**config.mk**
```make
export PLATFORM = sky130hd
export DESIGN_NAME = read_address_decoder
export DESIGN_NICKNAME = d
export VERILOG_FILES = /design/src/rtl/axi_xbar_pkg.sv /design/src/rtl/read_address_decoder_decerr_responder.sv /design/src/rtl/read_address_decoder.sv
export SDC_FILE = /design/constraint.sdc
export NUM_CORES = 1
export LEC_CHECK = 0
export ABC_AREA = 1
export BUFFER_PORTS_ARGS = -buffer_cell sky130_fd_sc_hd__buf_2
export CORE_MARGIN = 4
export CORE_UTILIZATION = 30
export CTS_CLUSTER_DIAMETER = 150
export DETAILED_ROUTE_END_ITERATION = 10
export PLACE_DENSITY = 0.64
export SKIP_LAST_GASP = 1
export SYNTH_ARGS = -nofsm -noshare
export SYNTH_HDL_FRONTEND = slang
export SYNTH_SLANG_ARGS = --single-unit
```
**constraint.sdc**
```tcl
create_clock -name clk -period 3.45 [get_ports clk]
set_clock_uncertainty 0.05 [all_clocks]
set_input_delay 0.345 -clock clk [delete_from_list [all_inputs] [get_ports clk]]
set_output_delay 0.345 -clock clk [all_outputs]
set_load 0.02 [all_outputs]
```
**src/rtl/axi_xbar_pkg.sv**
```systemverilog
// Shared constants for the AXI crossbar: target region codes, response and
// burst encodings, and the DECERR responder state type.
package axi_xbar_pkg;

    // Number of address bits used to select a region (top bits of araddr).
    localparam int REGION_W = 2;

    // Region codes produced by the address decode.
    localparam logic [1:0] TGT_S0     = 2'd0;
    localparam logic [1:0] TGT_S1     = 2'd1;
    localparam logic [1:0] TGT_S2     = 2'd2;
    localparam logic [1:0] TGT_DECERR = 2'd3;

    localparam int NUM_SLAVES = 3;

    // AXI response codes.
    localparam logic [1:0] RESP_OKAY   = 2'b00;
    localparam logic [1:0] RESP_DECERR = 2'b11;

    // AXI burst type codes.
    localparam logic [1:0] BURST_FIXED = 2'b00;
    localparam logic [1:0] BURST_INCR  = 2'b01;
    localparam logic [1:0] BURST_WRAP  = 2'b10;

    typedef enum logic {
        DECERR_IDLE = 1'b0,
        DECERR_RESP = 1'b1
    } decerr_state_t;

    // Bit position of the region field's MSB for a given address width.
    function automatic int region_msb(input int addr_w);
        return addr_w - 1;
    endfunction

endpackage

```
**src/rtl/read_address_decoder_decerr_responder.sv**
```systemverilog
// Internal responder for unmapped reads: emits arlen+1 DECERR beats on the
// R side and signals completion on the last accepted beat.
module decerr_responder #(
    parameter int ID_W = 6
) (
    input  logic            clk,
    input  logic            rst_n,
    input  logic            req,
    input  logic [7:0]      arlen,
    input  logic [ID_W-1:0] arid,
    output logic            load,
    output logic [ID_W-1:0] rid,
    output logic            rvalid,
    output logic            rlast,
    input  logic            rready,
    output logic            done
);
    import axi_xbar_pkg::*;

    decerr_state_t   state_reg, state_next;
    logic [7:0]      beats_reg, beats_next;
    logic [ID_W-1:0] rid_reg, rid_next;

    // State, remaining-beat counter and response ID registers.
    always_ff @(posedge clk) begin
        if (!rst_n) begin
            state_reg <= DECERR_IDLE;
            beats_reg <= '0;
            rid_reg   <= '0;
        end else begin
            state_reg <= state_next;
            beats_reg <= beats_next;
            rid_reg   <= rid_next;
        end
    end

    // Next state: load a burst from IDLE, count beats down in RESP.
    always_comb begin
        state_next = state_reg;
        beats_next = beats_reg;
        rid_next   = rid_reg;
        load       = 1'b0;
        rvalid     = 1'b0;
        rlast      = 1'b0;
        done       = 1'b0;
        case (state_reg)
            DECERR_IDLE: begin
                if (req) begin
                    load       = 1'b1;
                    state_next = DECERR_RESP;
                    beats_next = arlen;
                    rid_next   = arid;
                end
            end
            DECERR_RESP: begin
                rvalid = 1'b1;
                rlast  = (beats_reg == 8'd0);
                if (rready) begin
                    if (beats_reg == 8'd0) begin
                        done       = 1'b1;
                        state_next = DECERR_IDLE;
                    end else begin
                        beats_next = beats_reg - 8'd1;
                    end
                end
            end
            default: state_next = DECERR_IDLE;
        endcase
    end

    assign rid = rid_reg;

endmodule

```
**src/rtl/read_address_decoder.sv**
```systemverilog
// Per-master AR front end: decodes the target region, holds one AR beat in a
// register slice toward the selected arbiter, and keeps all in-flight reads on
// a single target so this master's R data stays in order.
module read_address_decoder #(
    parameter int ADDR_W          = 12,
    parameter int ID_W            = 6,
    parameter int MAX_OUTSTANDING = 8,
    parameter int CNT_W           = 4
) (
    input  logic              clk,
    input  logic              rst_n,
    input  logic [ADDR_W-1:0] s_axi_araddr,
    input  logic [7:0]        s_axi_arlen,
    input  logic [2:0]        s_axi_arsize,
    input  logic [1:0]        s_axi_arburst,
    input  logic [ID_W-1:0]   s_axi_arid,
    input  logic              s_axi_arvalid,
    output logic              s_axi_arready,
    output logic [ADDR_W-1:0] ar_decoder_araddr_s0,
    output logic [7:0]        ar_decoder_arlen_s0,
    output logic [2:0]        ar_decoder_arsize_s0,
    output logic [1:0]        ar_decoder_arburst_s0,
    output logic [ID_W-1:0]   ar_decoder_arid_s0,
    output logic              ar_decoder_valid_s0,
    input  logic              ar_decoder_ready_s0,
    output logic [ADDR_W-1:0] ar_decoder_araddr_s1,
    output logic [7:0]        ar_decoder_arlen_s1,
    output logic [2:0]        ar_decoder_arsize_s1,
    output logic [1:0]        ar_decoder_arburst_s1,
    output logic [ID_W-1:0]   ar_decoder_arid_s1,
    output logic              ar_decoder_valid_s1,
    input  logic              ar_decoder_ready_s1,
    output logic [ADDR_W-1:0] ar_decoder_araddr_s2,
    output logic [7:0]        ar_decoder_arlen_s2,
    output logic [2:0]        ar_decoder_arsize_s2,
    output logic [1:0]        ar_decoder_arburst_s2,
    output logic [ID_W-1:0]   ar_decoder_arid_s2,
    output logic              ar_decoder_valid_s2,
    input  logic              ar_decoder_ready_s2,
    input  logic              r_done,
    output logic [1:0]        r_sel,
    output logic              r_sel_valid,
    output logic [ID_W-1:0]   decerr_rid,
    output logic              decerr_rvalid,
    output logic              decerr_rlast,
    input  logic              decerr_rready
);
    import axi_xbar_pkg::*;

    localparam int TGT_MSB = region_msb(ADDR_W);

    // Held AR beat (1-deep register slice).
    logic              pending_valid_reg;
    logic [ADDR_W-1:0] addr_reg;
    logic [7:0]        len_reg;
    logic [2:0]        size_reg;
    logic [1:0]        burst_reg;
    logic [ID_W-1:0]   id_reg;
    logic [1:0]        sel_reg;

    // Outstanding-read tracking.
    logic [CNT_W-1:0]  count_reg, count_next;
    logic [1:0]        r_sel_reg;
    // Holds arready low for the first cycle after reset release.
    logic              init_reg;

    logic [1:0]            tgt;
    logic                  stall;
    logic                  accept;
    logic                  out_hs;
    logic                  decerr_load;
    logic                  decerr_done;
    logic [NUM_SLAVES-1:0] slave_ready;
    logic [NUM_SLAVES-1:0] slave_valid;

    assign tgt = s_axi_araddr[TGT_MSB -: REGION_W];

    assign slave_ready = {ar_decoder_ready_s2, ar_decoder_ready_s1, ar_decoder_ready_s0};

    generate
        for (genvar gi = 0; gi < NUM_SLAVES; gi++) begin : g_slave_valid
            assign slave_valid[gi] = pending_valid_reg && (sel_reg == 2'(gi));
        end
    endgenerate

    // The held beat leaves either through its arbiter or into the DECERR FSM.
    assign out_hs = (|(slave_valid & slave_ready)) || decerr_load;

    // Never exceed the outstanding limit and never switch target mid-flight.
    assign stall = (count_reg == CNT_W'(MAX_OUTSTANDING)) ||
                   ((count_reg != '0) && (tgt != r_sel_reg));

    assign s_axi_arready = init_reg && !stall && (!pending_valid_reg || out_hs);
    assign accept        = s_axi_arvalid && s_axi_arready;

    // Reset-release gate for arready.
    always_ff @(posedge clk) begin
        if (!rst_n) begin
            init_reg <= 1'b0;
        end else begin
            init_reg <= 1'b1;
        end
    end

    // Register slice: load on accept, empty when the held beat is issued.
    always_ff @(posedge clk) begin
        if (!rst_n) begin
            pending_valid_reg <= 1'b0;
            sel_reg           <= TGT_S0;
        end else if (accept) begin
            pending_valid_reg <= 1'b1;
            sel_reg           <= tgt;
        end else if (out_hs) begin
            pending_valid_reg <= 1'b0;
        end
    end

    // Payload is not reset; it is only observed while pending_valid_reg is set.
    always_ff @(posedge clk) begin
        if (accept) begin
            addr_reg  <= s_axi_araddr;
            len_reg   <= s_axi_arlen;
            size_reg  <= s_axi_arsize;
            burst_reg <= s_axi_arburst;
            id_reg    <= s_axi_arid;
        end
    end

    // Outstanding count: +1 per accept, -1 per completion (external or DECERR).
    always_comb begin
        count_next = count_reg;
        if (accept && !(r_done || decerr_done)) begin
            count_next = count_reg + 1'b1;
        end else if (!accept && (r_done || decerr_done)) begin
            count_next = count_reg - 1'b1;
        end
    end

    // Outstanding count and R-mux selection; r_sel keeps its value at zero.
    always_ff @(posedge clk) begin
        if (!rst_n) begin
            count_reg <= '0;
            r_sel_reg <= TGT_S0;
        end else begin
            count_reg <= count_next;
            if (accept) begin
                r_sel_reg <= tgt;
            end
        end
    end

    decerr_responder #(
        .ID_W (ID_W)
    ) u_decerr (
        .clk    (clk),
        .rst_n  (rst_n),
        .req    (pending_valid_reg && (sel_reg == TGT_DECERR)),
        .arlen  (len_reg),
        .arid   (id_reg),
        .load   (decerr_load),
        .rid    (decerr_rid),
        .rvalid (decerr_rvalid),
        .rlast  (decerr_rlast),
        .rready (decerr_rready),
        .done   (decerr_done)
    );

    assign r_sel       = r_sel_reg;
    assign r_sel_valid = (count_reg != '0);

    assign ar_decoder_valid_s0 = slave_valid[0];
    assign ar_decoder_valid_s1 = slave_valid[1];
    assign ar_decoder_valid_s2 = slave_valid[2];

    assign ar_decoder_araddr_s0  = addr_reg;
    assign ar_decoder_arlen_s0   = len_reg;
    assign ar_decoder_arsize_s0  = size_reg;
    assign ar_decoder_arburst_s0 = burst_reg;
    assign ar_decoder_arid_s0    = id_reg;
    assign ar_decoder_araddr_s1  = addr_reg;
    assign ar_decoder_arlen_s1   = len_reg;
    assign ar_decoder_arsize_s1  = size_reg;
    assign ar_decoder_arburst_s1 = burst_reg;
    assign ar_decoder_arid_s1    = id_reg;
    assign ar_decoder_araddr_s2  = addr_reg;
    assign ar_decoder_arlen_s2   = len_reg;
    assign ar_decoder_arsize_s2  = size_reg;
    assign ar_decoder_arburst_s2 = burst_reg;
    assign ar_decoder_arid_s2    = id_reg;

    // A completion with nothing outstanding means the R side is out of sync.
    r_done_legal: assert property (@(posedge clk) disable iff (!rst_n)
                                   !(r_done && (count_reg == '0)));

endmodule

```
## Word-level counts from Yosys, hierarchy flattened

Cells that the tools add are included.

- Register bits: 54
- Input bits: 39
- Output and inout port bits: 108
- Logic and storage cells: 70

- $add $sub $neg: 3
- Eq/ne operators: 8
- Mux-type cells: 19
- Bitwise gates (word level): 2
- Reduce and logical (&&, ||, !) cells: 26

Operators with widths:

| cell | number |
|---|---|
| $mux 8 | 3 |
| $pmux 8 s2 | 1 |
| $mux 1 | 12 |
| $logic_and 1x1->1 | 10 |
| $logic_not 8->1 | 1 |
| $mux 4 | 2 |
| $sub 8x1->8 const B | 1 |
| $add 4x1->4 const B | 1 |
| $eq 2x2->1 const B | 2 |
| $eq 4x4->1 const B | 1 |
| $logic_not 1->1 | 4 |
| $logic_or 1x1->1 | 4 |
| $ne 2x2->1 const B | 2 |
| $reduce_bool 2->1 | 2 |
| $reduce_bool 4->1 | 1 |
| $sub 4x1->4 const B | 1 |
| $and 3x3->3 | 1 |
| $reduce_and 3->1 | 1 |
| $reduce_or 3->1 | 1 |
| $eq 2x1->1 const B | 1 |
| $logic_not 2->1 | 1 |
| $ne 2x1->1 const B | 1 |
| $ne 2x2->1 | 1 |
| $pmux 1 s2 | 1 |
| 2 further kinds | 2 |

## Longest topological paths before layout

Gate-level depths: netlist of run 1.

- Word-level depth: 12
- Depth in mapped cells: 19
- Mapped depth without buffers: 18

## Cells and area by module

Synthesis of run 1 repeated with hierarchy kept, for this count alone.

- Cell total of the unflattened synthesis: 306
- Area total of the unflattened synthesis: 2798.9 µm²

Modules (own cells, without submodules):

| module | times used | cells each | area each (µm²) | sequential area each (µm²) |
|---|---|---|---|---|
| read_address_decoder | 1 | 176 | 1963.1 | 1091.0 |
| decerr_responder | 1 | 130 | 835.8 | 300.3 |

## Worst setup path before layout of run 1

OpenSTA, ideal clock, no wires.

- Path kind: register to register
- Start: register r_sel_reg[0], in the netlist r_sel[0]
- End: register count_reg[3]
- Library setup time: 121 ps
- Arrival time: 2970 ps
- Required time: 3279 ps
- Slack: 308 ps
- Stages on the path, launching flop included: 19
- Buffers on the path: 1
- Clock period less this slack: 3142 ps
- Path through: dfxtp_1 -> buf_2 -> nand2_1 -> o21ai_0 -> nor2_1 -> nand2_1 -> nand3_1 -> inv_1 -> ha_1 -> inv_1 -> ha_1 -> nand2_1 -> inv_1 -> o21ai_0 -> nand2_1 -> nand2_1 -> nand2_1 -> nand2_1 -> a21oi_1

- Word-level cells in the longest chain between the ends: 11
- Elaborated cells between the ends (all ways): 26
- Those cells by class: eq/ne: 4; mux: 3; bitwise: 1; reduce/logical: 18

Ends and longest elaborated chain:

| item | line | text |
|---|---|---|
| from (decl) | read_address_decoder.sv:63 | `logic [1:0] r_sel_reg;` |
| from (signal assigned) | read_address_decoder.sv:147 | `r_sel_reg <= tgt;` |
| $eq 2x1->1, or another cell as far along | - |  |
| $logic_and 1x1->1 (on tied branches) | - |  |
| $and 3x3->3 or $mux 1 (tied branches) | - |  |
| $reduce_or 3->1 or $mux 1 (tied branches) | - |  |
| $logic_or 1x1->1 (2 in a row) | - |  |
| $logic_and 1x1->1 (*) | read_address_decoder.sv:93 | `assign s_axi_arready = init_reg && !stall && (!pending_valid_reg \|\| out_hs);` |
| $logic_and 1x1->1 (*) | read_address_decoder.sv:94 | `assign accept = s_axi_arvalid && s_axi_arready;` |
| via accept | read_address_decoder.sv:69 | `logic accept;` |
| $logic_not 1->1 | read_address_decoder.sv:134 | `end else if (!accept && (r_done \|\| decerr_done)) begin` |
| $logic_and 1x1->1 | read_address_decoder.sv:134 |  |
| $reduce_bool 2->1 (no source line) | - |  |
| to (signal assigned) | read_address_decoder.sv:145 | `count_reg <= count_next;` |
| to (decl) | read_address_decoder.sv:62 | `logic [CNT_W-1:0] count_reg, count_next;` |

Mark *: on every way through the listed nets, which the timed path passes. The rest lies on a longest branch.
A chain may end at the register's enable or synchronous reset.

## Worst setup path in the final report of run 1

Ends and elaborated chain as after synthesis.

==> qor.txt, run 1 <==
Die width: 104.1 um
Post-synth top area share: 0.3357
Area Growth Syn to Fin: 18.05%
Critical path depth in cells: 16
Tot GR Track Use: 0.1165
PwrDens: 472.4 nW/um^2
Register area: 1391 um^2
Final Hold Vio Count: 0
Unrepaired setup endpoints after global routing: no
Worst Setup Path Type: flop to flop
Worst path required time: 3.65 ns
Post-CTS Hold Buffers: 0
Drt wl/cell: 12.43 um
Cell row count: 34
Least-Margin Pin Slew: 0.4367 ns
Register area share after synthesis: 0.5018
Delay-heaviest family, CP: simple AND/OR/NAND/NOR gates
Yosys warning total: 0
Critical path fanouts, max: 9
# IOs: 147
H-tree depth: 2
MaxCap Viol Count: 0
Die Span Y: 104.1 um
CP most frequent cell: nand2_1
Status: complete, no violations
CP arrival: 2.87 ns
Initial Util: 0.3133
RR Endpoint: count_reg[3]
Register-to-Register Path Depth: 16
Hold WC Path Type: input port to flop
Post-CTS sizing: 0
# placed instances: 502
Critical R2R Launch: r_sel[0]
Post-CTS Setup Bufs: 0
ANT nets after route: 0
Initial antenna violation count: 0
Max reg flops: 12
Layout Cells excl Fill: 510
Register-to-register path setup slack: 0.78 ns
Worst setup startpoint: r_sel[0]
Syn avg cell area: 8.915 um^2
Worst-skew pair later-pin latency: 0.31 ns
Synth area leader: edfxtp_1
Hold depth: 1
Multi-input gate area: 778.2 um^2
CP cell instances: nand2_1, o21ai_0, nor2_1, nand2_1, nand3_1, inv_1, ha_1, inv_1, ha_1, nand2_1, inv_1, o21ai_0, nand3b_1, nand2_1, nand2_1, a21oi_1
Post-Synthesis Cells: 311
Hold EP: ar_decoder_arid_s0[0]
Cell variety after synth: 26
Detailed Place HPWL: 4960 um
Post-synthesis net count: 356
Relative slew slack: 0.7089
CTS Buf Count: 5
Ranking of synthesized cells by area: edfxtp_1 34%, buf_4 17%, dfxtp_1 17%
Largest net degree at the start of global routing: 32
CP bufs+invs: 3
Total negative slack: 0 ns
DR vias: 2233
Port bufs: 146
DRC: 0
Fmax: 375.0 MHz
Fillers: 923
Layout cells sized above 1: 0.4080
Final Max Tran Viols: 0
# setup viols final: 0
Overflow after GRT: 0
Inserted Diodes: 0
Fin nets: 446
Core ar.: 8848 um^2
Wirelength, routed: 6339 um
Clock slew at reported path FFs: 0.11 ns
Hold Startpoint: s_axi_arid[0]
CTS tree: done
Leak: 1.612 nW
Clock Path Buffers: 2
Crit end category: flop
Startpoint type of the worst setup path: flop
First-pass DRT Iterations: 4
Period utilization: 0.7730
CP max stage delay: 0.54 ns
Mapped Area: 2773 um^2
RePlAce Congestion: 0.8572
First-pass GRT wire length: 10460 um
Root Driver: clkbuf_8
Yosys reg bits: 54
DR iter-0 viols: 112
Clock sink count: 54
Slowest CP cell: dfxtp_1
Die area: 10840 um^2
Via/cell ratio: 4.378
Fin crit period: 2.667 ns
Peak VDD IR: 177.8 uV
Vias in the first global route: 2193
==> placed cells by master, fill, tap and decap left out, drive strengths merged <==
| cell type | count |
|---|---|
| buf | 148 |
| nand2 | 60 |
| nor2 | 38 |
| inv | 34 |
| edfxtp | 31 |
| dfxtp | 23 |
| o21ai | 22 |
| nand3 | 10 |
| a21oi | 10 |
| ha | 5 |
| clkbuf | 5 |
| nor3 | 5 |
| nand4 | 3 |
| xor2 | 2 |
| or2 | 1 |
| a21o | 1 |
| nand3b | 1 |
| a31oi | 1 |
| fa | 1 |
| clkinv | 1 |
==> per-layer routing <==
metal,wire length (um),up-vias,global-route usage
li1,-,1116,-
met1,2617,1006,0.1366
met2,3160,107,0.2071
met3,536,4,0.03786
met4,25,0,0.02564
met5,0,-,0
==> Yosys cell counts <==
cell,n
fa_1,1
o21ai_0,21
nand3b_1,1
a21oi_4,1
a21o_1,1
buf_4,62
inv_2,1
nor2_1,38
xor2_1,2
a31oi_1,1
nand2_1,59
edfxtp_1,31
inv_4,2
nor3_4,1
dfxtp_1,23
buf_2,1
nand2_2,1
ha_1,5
nor3_1,4
inv_1,29
o21ai_2,1
or2_2,1
nand3_1,10
a21oi_1,9
nand4_1,3
clkbuf_1,2
==> worst max path at each step <==
stage                               to
after global routing      count_reg[3]
after global placement    count_reg[3]
after CTS                 count_reg[3]
after floorplan           count_reg[3]
after detailed placement  count_reg[3]
final                     count_reg[3]
==> final cells by class <==
class	instances	area share
Clock buffer	5	0.02102
Clock inverter	3	0.008792
Inverter	32	0.03823
Multi-Input combinational cell	160	0.2378
Sequential cell	54	0.4251
Tap cell	108	0.04128
Timing Repair Buffer	148	0.2278
==> power breakdown <==
part | internal [mW] | leakage [nW] | switching, mW | total (mW)
clock | 0.153 | 0.0506 | 0.235 | 0.388
sequential | 0.737 | 0.471 | 0.0427 | 0.780
combinational | 0.127 | 1.09 | 0.252 | 0.379
total | 1.02 | 1.61 | 0.529 | 1.55
==> kinds of logic after synthesis <==
family                     count (synthesis)  synth area share
adders and majority gates                  6           0.02978
and+or+nand+nor                          118            0.1765
DFF                                       54            0.5018
xor gates and xnor gates                   2          0.006319
buffers and inverters                     97            0.2175
AOI/OAI and AO/OA                         34           0.06814
==> stage by stage <==
| stage | worst slack, ns | total power [mW] | hold slack, ns | area (um^2) | utilization |
|---|---|---|---|---|---|
| finish | 0.7830 | 1.546 | 0.1450 | 3273 | 0.3699 |
| global route | 0.5133 | 1.640 | 0.1118 | 3273 | 0.3699 |
| CTS | 0.8071 | 1.574 | 0.1307 | 3273 | 0.3699 |
| detailed placement | 0.8276 | 1.179 | 0.4363 | 3176 | 0.3589 |
| global placement | 0.9601 | 1.171 | 0.4233 | 3176 | 0.3589 |
| floorplan | 0.3082 | 1.102 | 0.3227 | 2773 | - |
(Power assumes the default switching activity.)
==> run 2, diff against run 1 <==
- PLACE_DENSITY: 0.64 -> 0.66
- clock period: 3.45 -> 2.4 ns (I/O delays scaled with it)
==> run 2 against run 1 <==
Clock power grew 25%. Global-route usage shrank 0.17 points. Sequential cell count is the same. Setup slack lost 0.61 ns. Combinational power grew 54%. Register-to-register slack lost 0.61 ns. Die area is the same. Largest cell class unchanged. Fmax grew 20%.
==> qor.txt, run 2 (same netlist as run 1, synthesis figures left out) <==
# placed instances: 502 (unchanged)
Final Hold Vio Count: 0 (unchanged)
Relative slew slack: 0.7011 (-0.007758)
Period utilization: 0.9286 (+0.1556)
Overflow after GRT: 0 (unchanged)
Fmax: 448.7 MHz (+20%)
Max reg flops: 12 (unchanged)
# IOs: 147 (unchanged)
Fin crit period: 2.229 ns (-0.4383 ns)
Hold depth: 1 (unchanged)
Inserted Diodes: 0 (unchanged)
Worst Setup Path Type: flop to flop
Die width: 104.1 um (unchanged)
Core ar.: 8848 um^2 (unchanged)
CP cell instances: inv_1, ha_1, nand3_1, nor3_2, a21o_1, inv_1, ha_4, inv_4, ha_4, nand2_1, inv_1, o21ai_2, nand3b_1, nand2_1, nand2_1, a21oi_1
DR vias: 2185 (-2.1%)
Delay-heaviest family, CP: simple AND/OR/NAND/NOR gates
Clock Path Buffers: 2 (unchanged)
Status: complete, no violations
Detailed Place HPWL: 4916 um (-0.90%)
Hold EP: ar_decoder_arsize_s0[0]
MaxCap Viol Count: 0 (unchanged)
Commonest non-fill, non-tap cell in the layout: buf_2
H-tree depth: 2 (unchanged)
First-pass GRT wire length: 10340 um (-1.1%)
DR iter-0 viols: 66 (-41%)
Clock slew at reported path FFs: 0.09 ns (-0.02 ns)
Least-Margin Pin Slew: 0.4483 ns (+0.01164 ns)
Peak VDD IR: 220.9 uV (+24%)
Dpl cell area: 3224 um^2 (+1.5%)
Tot GR Track Use: 0.1149 (-0.001663)
ANT nets after route: 0 (unchanged)
Leak: 1.601 nW (-0.70%)
Register-to-Register Path Depth: 16 (unchanged)
Crit end category: flop
Clock sink count: 54 (unchanged)
Root Driver: clkbuf_8
Final setup margin: 0.1713 ns (-0.6117 ns)
CP arrival: 2.41 ns (-0.46 ns)
Layout Cells excl Fill: 510 (unchanged)
CTS Buf Count: 5 (unchanged)
Drt wl/cell: 12.52 um (+0.71%)
Largest net degree at the start of global routing: 32 (unchanged)
Initial Util: 0.3133 (unchanged)
Fin nets: 446 (unchanged)
Area Growth Syn to Fin: 19.95%
Register-to-register path setup slack: 0.17 ns (-0.61 ns)
RR Endpoint: count_reg[3]
Worst-skew pair later-pin latency: 0.30 ns (about the same)
Die Span Y: 104.1 um (unchanged)
Post-CTS Hold Buffers: 0 (unchanged)
Via/cell ratio: 4.284 (-2.1%)
CP max stage delay: 0.34 ns (-0.20 ns)
Critical path depth in cells: 16 (unchanged)
PwrDens: 659.7 nW/um^2 (+40%)
Place WS: 0.09542 ns (-0.7322 ns)
Final Max Tran Viols: 0 (unchanged)
Hold Startpoint: s_axi_arsize[0]
Pwr Total: 2.194 mW (+42%)
Final instance area: 3326 um^2 (+1.6%)
Vias in the first global route: 2131 (-2.8%)
CTS tree: done
Die area: 10840 um^2 (unchanged)
Port bufs: 146 (unchanged)
Worst path required time: 2.58 ns (-1.07 ns)
Most frequent cells in the layout: 146 x buf_2, 59 x nand2_1, 37 x nor2_1, 31 x edfxtp_1, 27 x inv_1
Cell row count: 34 (unchanged)
First-pass DRT Iterations: 4 (unchanged)
DRC: 0 (unchanged)
Layout cells sized above 1: 0.4353 (+0.02736)
Hold WC Path Type: input port to flop
CP bufs+invs: 4 (+1)
RePlAce Congestion: 0.8319 (-3.0%)
Critical R2R Launch: u_decerr.beats_reg[0]
Slowest CP cell: dfxtp_1
Wirelength, routed: 6384 um (+0.71%)
Critical path fanouts, max: 4 (-5)
Startpoint type of the worst setup path: flop
Initial antenna violation count: 0 (unchanged)
# setup viols final: 0 (unchanged)
==> run 2: changes by cell type in the layout (fill, tap and decap cells not counted), moves of 2 or more <==
cell      delta
dfxtp_1      -5
o21ai_0      -4
clkbuf_1     +3
dfxtp_2      +3
o21ai_1      +3
dfxtp_4      +2
ha_1         -2
ha_4         +2
inv_1        -2
==> run 2: stage by stage <==
step | hold slack, ns | utilization | setup TNS, ns
after CTS | 0.04399 | 0.3734 | 0
after global placement | 0.3663 | 0.3644 | 0
final | 0.05981 | 0.3758 | 0
after global routing | 0.03240 | 0.3758 | -0.01618
after detailed placement | 0.3681 | 0.3644 | 0
after floorplan | 0.2177 | - | -0.3370
==> run 2: what timing repair did <==
| item | CTS | global route |
|---|---|---|
| resized for setup | 0 | 6 |
| buffers inserted | 0 | 0 |
| setup endpoints to repair | 0 | 2 |
==> run 2: worst max path at each step <==
| stage | start | endpoint |
|---|---|---|
| 2_1_floorplan | r_sel[0] | count_reg[3] |
| 3_3_place_gp | u_decerr.beats_reg[0] | count_reg[3] |
| 3_5_place_dp | u_decerr.beats_reg[0] | count_reg[3] |
| 4_1_cts | u_decerr.beats_reg[0] | count_reg[3] |
| 5_1_grt | u_decerr.beats_reg[0] | count_reg[3] |
| 6_report | u_decerr.beats_reg[0] | count_reg[3] |
==> run 2: final cells by class <==
type | instances | area [um^2]
fill | 925 | 5523
sequential | 54 | 1403
multi-input combinational | 160 | 830.8
timing repair buffer | 148 | 745.7
tap | 108 | 135.1
inverter | 32 | 131.4
clock buffer | 8 | 80.08
==> run 2: metal layers <==
| layer | GRT usage | wire [um] | vias up |
|---|---|---|---|
| met5 | 0 | 0 | - |
| met4 | 0.02564 | 29 | 0 |
| met3 | 0.03538 | 534 | 2 |
| met2 | 0.2043 | 3160 | 95 |
| met1 | 0.1356 | 2659 | 971 |
| li1 | - | - | 1117 |
==> run 2: report_power, final <==
part	internal, mW	total (mW)	switching [mW]
clock	0.208	0.485	0.277
combinational	0.201	0.583	0.383
sequential	1.06	1.13	0.0637
total	1.47	2.19	0.723
